<file path="config.mk">
export PLATFORM = sky130hd
export DESIGN_NAME = wb_pipe_stage
export DESIGN_NICKNAME = d
export VERILOG_FILES = /design/src/rtl/wb_pipe_stage.sv
export SDC_FILE = /design/constraint.sdc
export NUM_CORES = 1
export LEC_CHECK = 0
export ABC_AREA = 0
export CORE_UTILIZATION = 45
export CTS_CLUSTER_SIZE = 28
export DETAILED_ROUTE_END_ITERATION = 8
export PLACE_DENSITY = 0.78
export SETUP_SLACK_MARGIN = 0.3
export SYNTH_ARGS = -nofsm -noshare
export SYNTH_HDL_FRONTEND = slang
export SYNTH_SLANG_ARGS = --single-unit
</file>
<file path="constraint.sdc">
create_clock -name clk -period 4.1 [get_ports clk]
set_input_delay 0.41 -clock clk [delete_from_list [all_inputs] [get_ports clk]]
set_output_delay 0.41 -clock clk [all_outputs]
set_load 0.01 [all_outputs]
</file>
<file path="src/rtl/wb_pipe_stage.sv">
// Write-back pipeline stage: takes an instruction from MEM, waits for load data when needed,
// extends the load result, drives the register-file write port and retires one instruction per WRITE cycle.
module wb_pipe_stage #(
  parameter int unsigned XLEN  = 64,
  parameter int unsigned CNT_W = 64
) (
  input  logic             clk,
  input  logic             rst_n,
  input  logic             in_valid,
  output logic             in_ready,
  input  logic [XLEN-1:0]  in_pc,
  input  logic [31:0]      in_instr,
  input  logic [XLEN-1:0]  in_alures,
  input  logic             ls_valid,
  input  logic [XLEN-1:0]  ls_data,
  output logic             rd_wen,
  output logic [4:0]       rd_idx,
  output logic [XLEN-1:0]  rd_data,
  output logic             commit_valid,
  output logic [XLEN-1:0]  commit_pc,
  output logic [31:0]      commit_instr,
  output logic [CNT_W-1:0] instret
);

  localparam int unsigned OFF_W = $clog2(XLEN / 8);

  localparam logic [4:0] OPC_LOAD      = 5'b00000;
  localparam logic [4:0] OPC_OP_IMM    = 5'b00100;
  localparam logic [4:0] OPC_AUIPC     = 5'b00101;
  localparam logic [4:0] OPC_OP_IMM_32 = 5'b00110;
  localparam logic [4:0] OPC_OP        = 5'b01100;
  localparam logic [4:0] OPC_LUI       = 5'b01101;
  localparam logic [4:0] OPC_OP_32     = 5'b01110;
  localparam logic [4:0] OPC_JALR      = 5'b11001;
  localparam logic [4:0] OPC_JAL       = 5'b11011;

  generate
    if (XLEN != 32 && XLEN != 64) begin : g_bad_xlen
      $error("wb_pipe_stage: XLEN must be 32 or 64");
    end
  endgenerate

  typedef enum logic [1:0] {
    EMPTY   = 2'd0,
    WAIT_LD = 2'd1,
    WRITE   = 2'd2
  } state_t;

  state_t          state, state_nx;
  logic [XLEN-1:0] pc_q, alures_q, ld_res_q;
  logic [31:0]     instr_q;
  logic [XLEN-1:0] ld_shift, ld_ext;
  logic            accept, in_write, is_load_q, writer_q;

  assign in_ready = (state != WAIT_LD);
  assign accept   = in_valid && in_ready;
  assign in_write = (state == WRITE);

  // Next-state logic; ls_valid only matters while waiting for a load.
  always_comb begin
    state_nx = state;
    case (state)
      EMPTY, WRITE: begin
        if (accept) state_nx = (in_instr[6:2] == OPC_LOAD) ? WAIT_LD : WRITE;
        else        state_nx = EMPTY;
      end
      WAIT_LD: if (ls_valid) state_nx = WRITE;
      default: state_nx = EMPTY;
    endcase
  end

  // Lane select and extension; bytes shifted in past the word are zero.
  always_comb begin
    ld_shift = ls_data >> {alures_q[OFF_W-1:0], 3'b000};
    ld_ext   = '0;
    case (instr_q[14:12])
      3'b000:  ld_ext = XLEN'($signed(ld_shift[7:0]));
      3'b001:  ld_ext = XLEN'($signed(ld_shift[15:0]));
      3'b010:  ld_ext = XLEN'($signed(ld_shift[31:0]));
      3'b011:  ld_ext = ld_shift;
      3'b100:  ld_ext = XLEN'(ld_shift[7:0]);
      3'b101:  ld_ext = XLEN'(ld_shift[15:0]);
      3'b110:  ld_ext = XLEN'(ld_shift[31:0]);
      default: ld_ext = '0;
    endcase
  end

  always_comb begin
    is_load_q = (instr_q[6:2] == OPC_LOAD);
    case (instr_q[6:2])
      OPC_LOAD, OPC_OP_IMM, OPC_AUIPC, OPC_OP_IMM_32, OPC_OP,
      OPC_LUI, OPC_OP_32, OPC_JALR, OPC_JAL: writer_q = 1'b1;
      default:                               writer_q = 1'b0;
    endcase
  end

  always_ff @(posedge clk) begin
    if (!rst_n) begin
      state    <= EMPTY;
      pc_q     <= '0;
      instr_q  <= '0;
      alures_q <= '0;
      ld_res_q <= '0;
      instret  <= '0;
    end else begin
      state <= state_nx;
      if (accept) begin
        pc_q     <= in_pc;
        instr_q  <= in_instr;
        alures_q <= in_alures;
      end
      if (state == WAIT_LD && ls_valid) ld_res_q <= ld_ext;
      if (in_write) instret <= instret + CNT_W'(1);
    end
  end

  // Retirement port is quiet (all zero) outside WRITE.
  always_comb begin
    commit_valid = in_write;
    commit_pc    = in_write ? pc_q : '0;
    commit_instr = in_write ? instr_q : '0;
    rd_idx       = in_write ? instr_q[11:7] : 5'd0;
    rd_wen       = in_write && writer_q && (instr_q[11:7] != 5'd0);
    rd_data      = '0;
    if (in_write && writer_q) rd_data = is_load_q ? ld_res_q : alures_q;
  end

endmodule

</file>
==> qor.csv <==
stage,metric,value,unit
drt,viasPerCell,5.70,
timing,finalCritPeriodShare,0.863,
timing,rsz0062_at_grt,no,
clock_tree,cts.clk_slew.worst_paths,0.06,ns
final_layout,nets,2421,
timing,setup-tns-final,0,ns
timing,setup_viol,0,
clock_tree,cts_setup_buffers,0,
power_and_ir_drop,power.density,359,nW/um^2
power_and_ir_drop,p_leak,7.37,nW
drt,drt_iter0_drc,1424,
clock_tree,clock_latency,0.52,ns
floorplan,fp.coreArea,30900,sq um
timing,fin_crit,3.54,ns
setup_path,critPathKind,flip-flop to output port,
power_and_ir_drop,finalPower,0.00725,W
job,cap_violations,0,
setup_path,r2r_slack,1.16,ns
placement,dpl.hpwl,36700,microns
timing,fmax,283,MHz
setup_path,rr_startpoint,alures_q[2]$_SDFFE_PN0N_,
yosys,synth-seq-area-share,0.408,
clock_tree,cts_tree,built,
drt,ant_nets,0,
hold_path,hold_end,alures_q[24]$_SDFFE_PN0N_,
clock_tree,holdBufCountCts,0,
yosys,ys_ff_latch,291,
setup_path,required,3.69,ns
yosys,ys_types,59,
hold_path,hold_class,input pin to flip-flop,
timing,relSlewSlack,0.197,
floorplan,fp.dieW,180,microns
clock_tree,h-tree-depth,2,
floorplan,die_area,32500,sq um
clock_tree,ctsResizeCount,0,
final_layout,mostFrequentLayoutCell,nand2_1,
floorplan,io_pins,460,
drt,routed_wl,51700,microns
setup_path,critPathMaxFanout,53,
timing,final_max_slew_viol_count,0,
clock_tree,root_buffer,clkbuf_16,
floorplan,start_util,0.462,
hold_path,hold_start,in_alures[24],
yosys,async_reset_ff_frac,0,
clock_tree,cts_buffer_depth,3,
global_routing,grt_pass1_wl,79500,microns
floorplan,die_h,180,microns
drt,routedWlPerCell,19.8,microns
hold_path,hold_depth,3,
timing,finalHoldViolations,0,
run_status,outcome,"complete, no violations",
yosys,netlist_area,14300,sq um
final_layout,final_cell_mix,"498 x nand2_1, 459 x clkdlybuf4s50_1, 289 x dfxtp_1",
final_layout,final_layout_size_suffix_gt1_frac,0.0604,
setup_path,worstPathArrival,3.13,ns
setup_path,endpoint_kind,output port,
yosys,synth-edff-count,0,
global_routing,grt_overflow,0,
global_routing,grt_max_degree,227,
power_and_ir_drop,ir_drop,0.000265,V
global_routing,grt_use_total,0.305,
setup_path,reg2reg_depth,5,
global_routing,grt_antenna_before_repair,3,
clock_tree,clock-sinks,291,
yosys,yosysWarnings,0,
final_layout,synthToLayoutAreaGrowth,41.4,%
yosys,avgSynthCellArea,7.83,sq um
setup_path,crit_path_start_kind,flip-flop,
yosys,synth_nets,2053,
setup_path,reg2reg_to,ld_res_q[23]$_SDFFE_PN0P_,
placement,io_buffers,459,
yosys,synth-main-ff-cell,dfxtp_1,
timing,worst_slew_pin_slew,1.20,ns
clock_tree,cts_made_buffers,34,
yosys,syn_inst,1824,
floorplan,rows,64,
global_routing,grt_pass1_vias,14200,
drt,vias,14900,
placement,place_congestion,0.998,
drt,drc,0,
drt,drtPass1Iterations,6,
timing,finClkSkew,0.0171,ns
worst max-delay path: stages, from the launching register on:
cell and delay (ns):
dfxtp_1 0.32, nor3_1 0.27, and2_2 0.89, buf_4 0.33, nand2_1 0.07, a21oi_1 0.13, clkdlybuf4s50_1 0.58
logic make-up after synthesis:
logic type	after synthesis	share of synthesized area
and+or+nand+nor	838	0.275
adders and majority gates	1	0.000876
buffers and inverters	159	0.0482
xor gates and xnor gates	32	0.0196
AOI/OAI and AO/OA	410	0.173
muxes	93	0.0764
DFF	291	0.408
per-stage QoR:
stage | worst slack (ns) | util | cell area [sq um] | hold WS [ns] | std cells
2_1_floorplan | 2.00 | - | 14300 | 0.432 | 1824
3_3_place_gp | 1.14 | 0.614 | 19000 | 0.437 | 2552
3_5_place_dp | 1.10 | 0.614 | 19000 | 0.442 | 2552
4_1_cts | 0.525 | 0.653 | 20200 | 0.415 | 2613
5_1_grt | 0.331 | 0.654 | 20200 | 0.434 | 2615
6_report | 0.563 | 0.654 | 20200 | 0.435 | 2615
routing by layer:
layer	up-vias	part of all wire	GRT usage
met4	2	0.053	0.154
met3	161	0.086	0.0728
li1	7006	-	-
met1	7027	0.39	0.357
met5	-	0.00025	0
met2	707	0.47	0.521
state kept, by name (all words and copies together) (netlist names):
register	cells
alures_q	64
instret	64
writer_q	1
instr_q	32
pc_q	64
ld_res_q	64
state	2
worst max path at each step:
stage / from / endpoint / cells past startpoint
global route: instr_q[2]$_SDFFE_PN0N_ / rd_data[37] / 6
CTS: instr_q[2]$_SDFFE_PN0N_ / rd_data[35] / 6
floorplan: instret[0]$_SDFFE_PN0N_ / instret[62]$_SDFFE_PN0N_ / 7
detailed placement: instr_q[2]$_SDFFE_PN0N_ / rd_data[37] / 6
global placement: instr_q[2]$_SDFFE_PN0N_ / rd_data[55] / 5
finish: instr_q[2]$_SDFFE_PN0N_ / rd_data[37] / 6
area by class of cell:
cell class	count	area (sq um)
Antenna cell	2	5.00
Clock buffer	52	1060
Inverter	14	57.6
Fill cell	2599	10700
Clock inverter	9	173
Timing Repair Buffer	477	4770
Multi-Input combinational cell	1374	7820
Tap cell	396	495
Sequential cell	291	5830
Yosys cell counts, types with 2 or more instances:
| cell type | count | area share |
|---|---|---|
| mux4_2 | 11 | 0.017 |
| clkbuf_1 | 94 | 0.025 |
| mux2_2 | 18 | 0.014 |
| o211ai_1 | 2 | 0.0011 |
| nand4_1 | 24 | 0.011 |
| nand4_2 | 4 | 0.0035 |
| mux2i_1 | 63 | 0.044 |
| inv_1 | 13 | 0.0034 |
| nand4b_1 | 2 | 0.0012 |
| a221o_1 | 43 | 0.030 |
| a21oi_1 | 267 | 0.094 |
| buf_1 | 12 | 0.0032 |
| a21boi_0 | 3 | 0.0016 |
| a2bb2oi_1 | 4 | 0.0025 |
| o21ai_0 | 32 | 0.011 |
| nor2_1 | 67 | 0.018 |
| o31ai_1 | 17 | 0.0089 |
| xor2_1 | 23 | 0.014 |
| and3_1 | 10 | 0.0044 |
| nand3_1 | 41 | 0.014 |
| a211o_1 | 13 | 0.0080 |
| o22ai_1 | 8 | 0.0035 |
| dfxtp_1 | 291 | 0.41 |
| buf_2 | 26 | 0.0091 |
| nor3_1 | 14 | 0.0049 |
| a211oi_1 | 8 | 0.0042 |
| or3_1 | 13 | 0.0057 |
| nand2_1 | 501 | 0.13 |
| and2_1 | 106 | 0.046 |
| nand2b_1 | 6 | 0.0026 |
| buf_4 | 10 | 0.0053 |
| nor4_4 | 3 | 0.0045 |
| buf_6 | 3 | 0.0024 |
| nor2b_1 | 9 | 0.0039 |
| a21o_1 | 2 | 0.0011 |
| nor4_2 | 2 | 0.0018 |
| and4_1 | 3 | 0.0018 |
| o21a_1 | 4 | 0.0021 |
| or4_1 | 16 | 0.0084 |
| xnor2_1 | 9 | 0.0055 |
| a32o_1 | 4 | 0.0028 |
| nor4_1 | 3 | 0.0013 |
| or2_2 | 4 | 0.0018 |
power breakdown:
group / total [W] / switching (W) / internal [W]
combinational: 0.000942 / 0.000500 / 0.000441
clock: 0.00333 / 0.00123 / 0.00210
sequential: 0.00298 / 0.0000597 / 0.00292
Power figures use the tool's default switching activity.
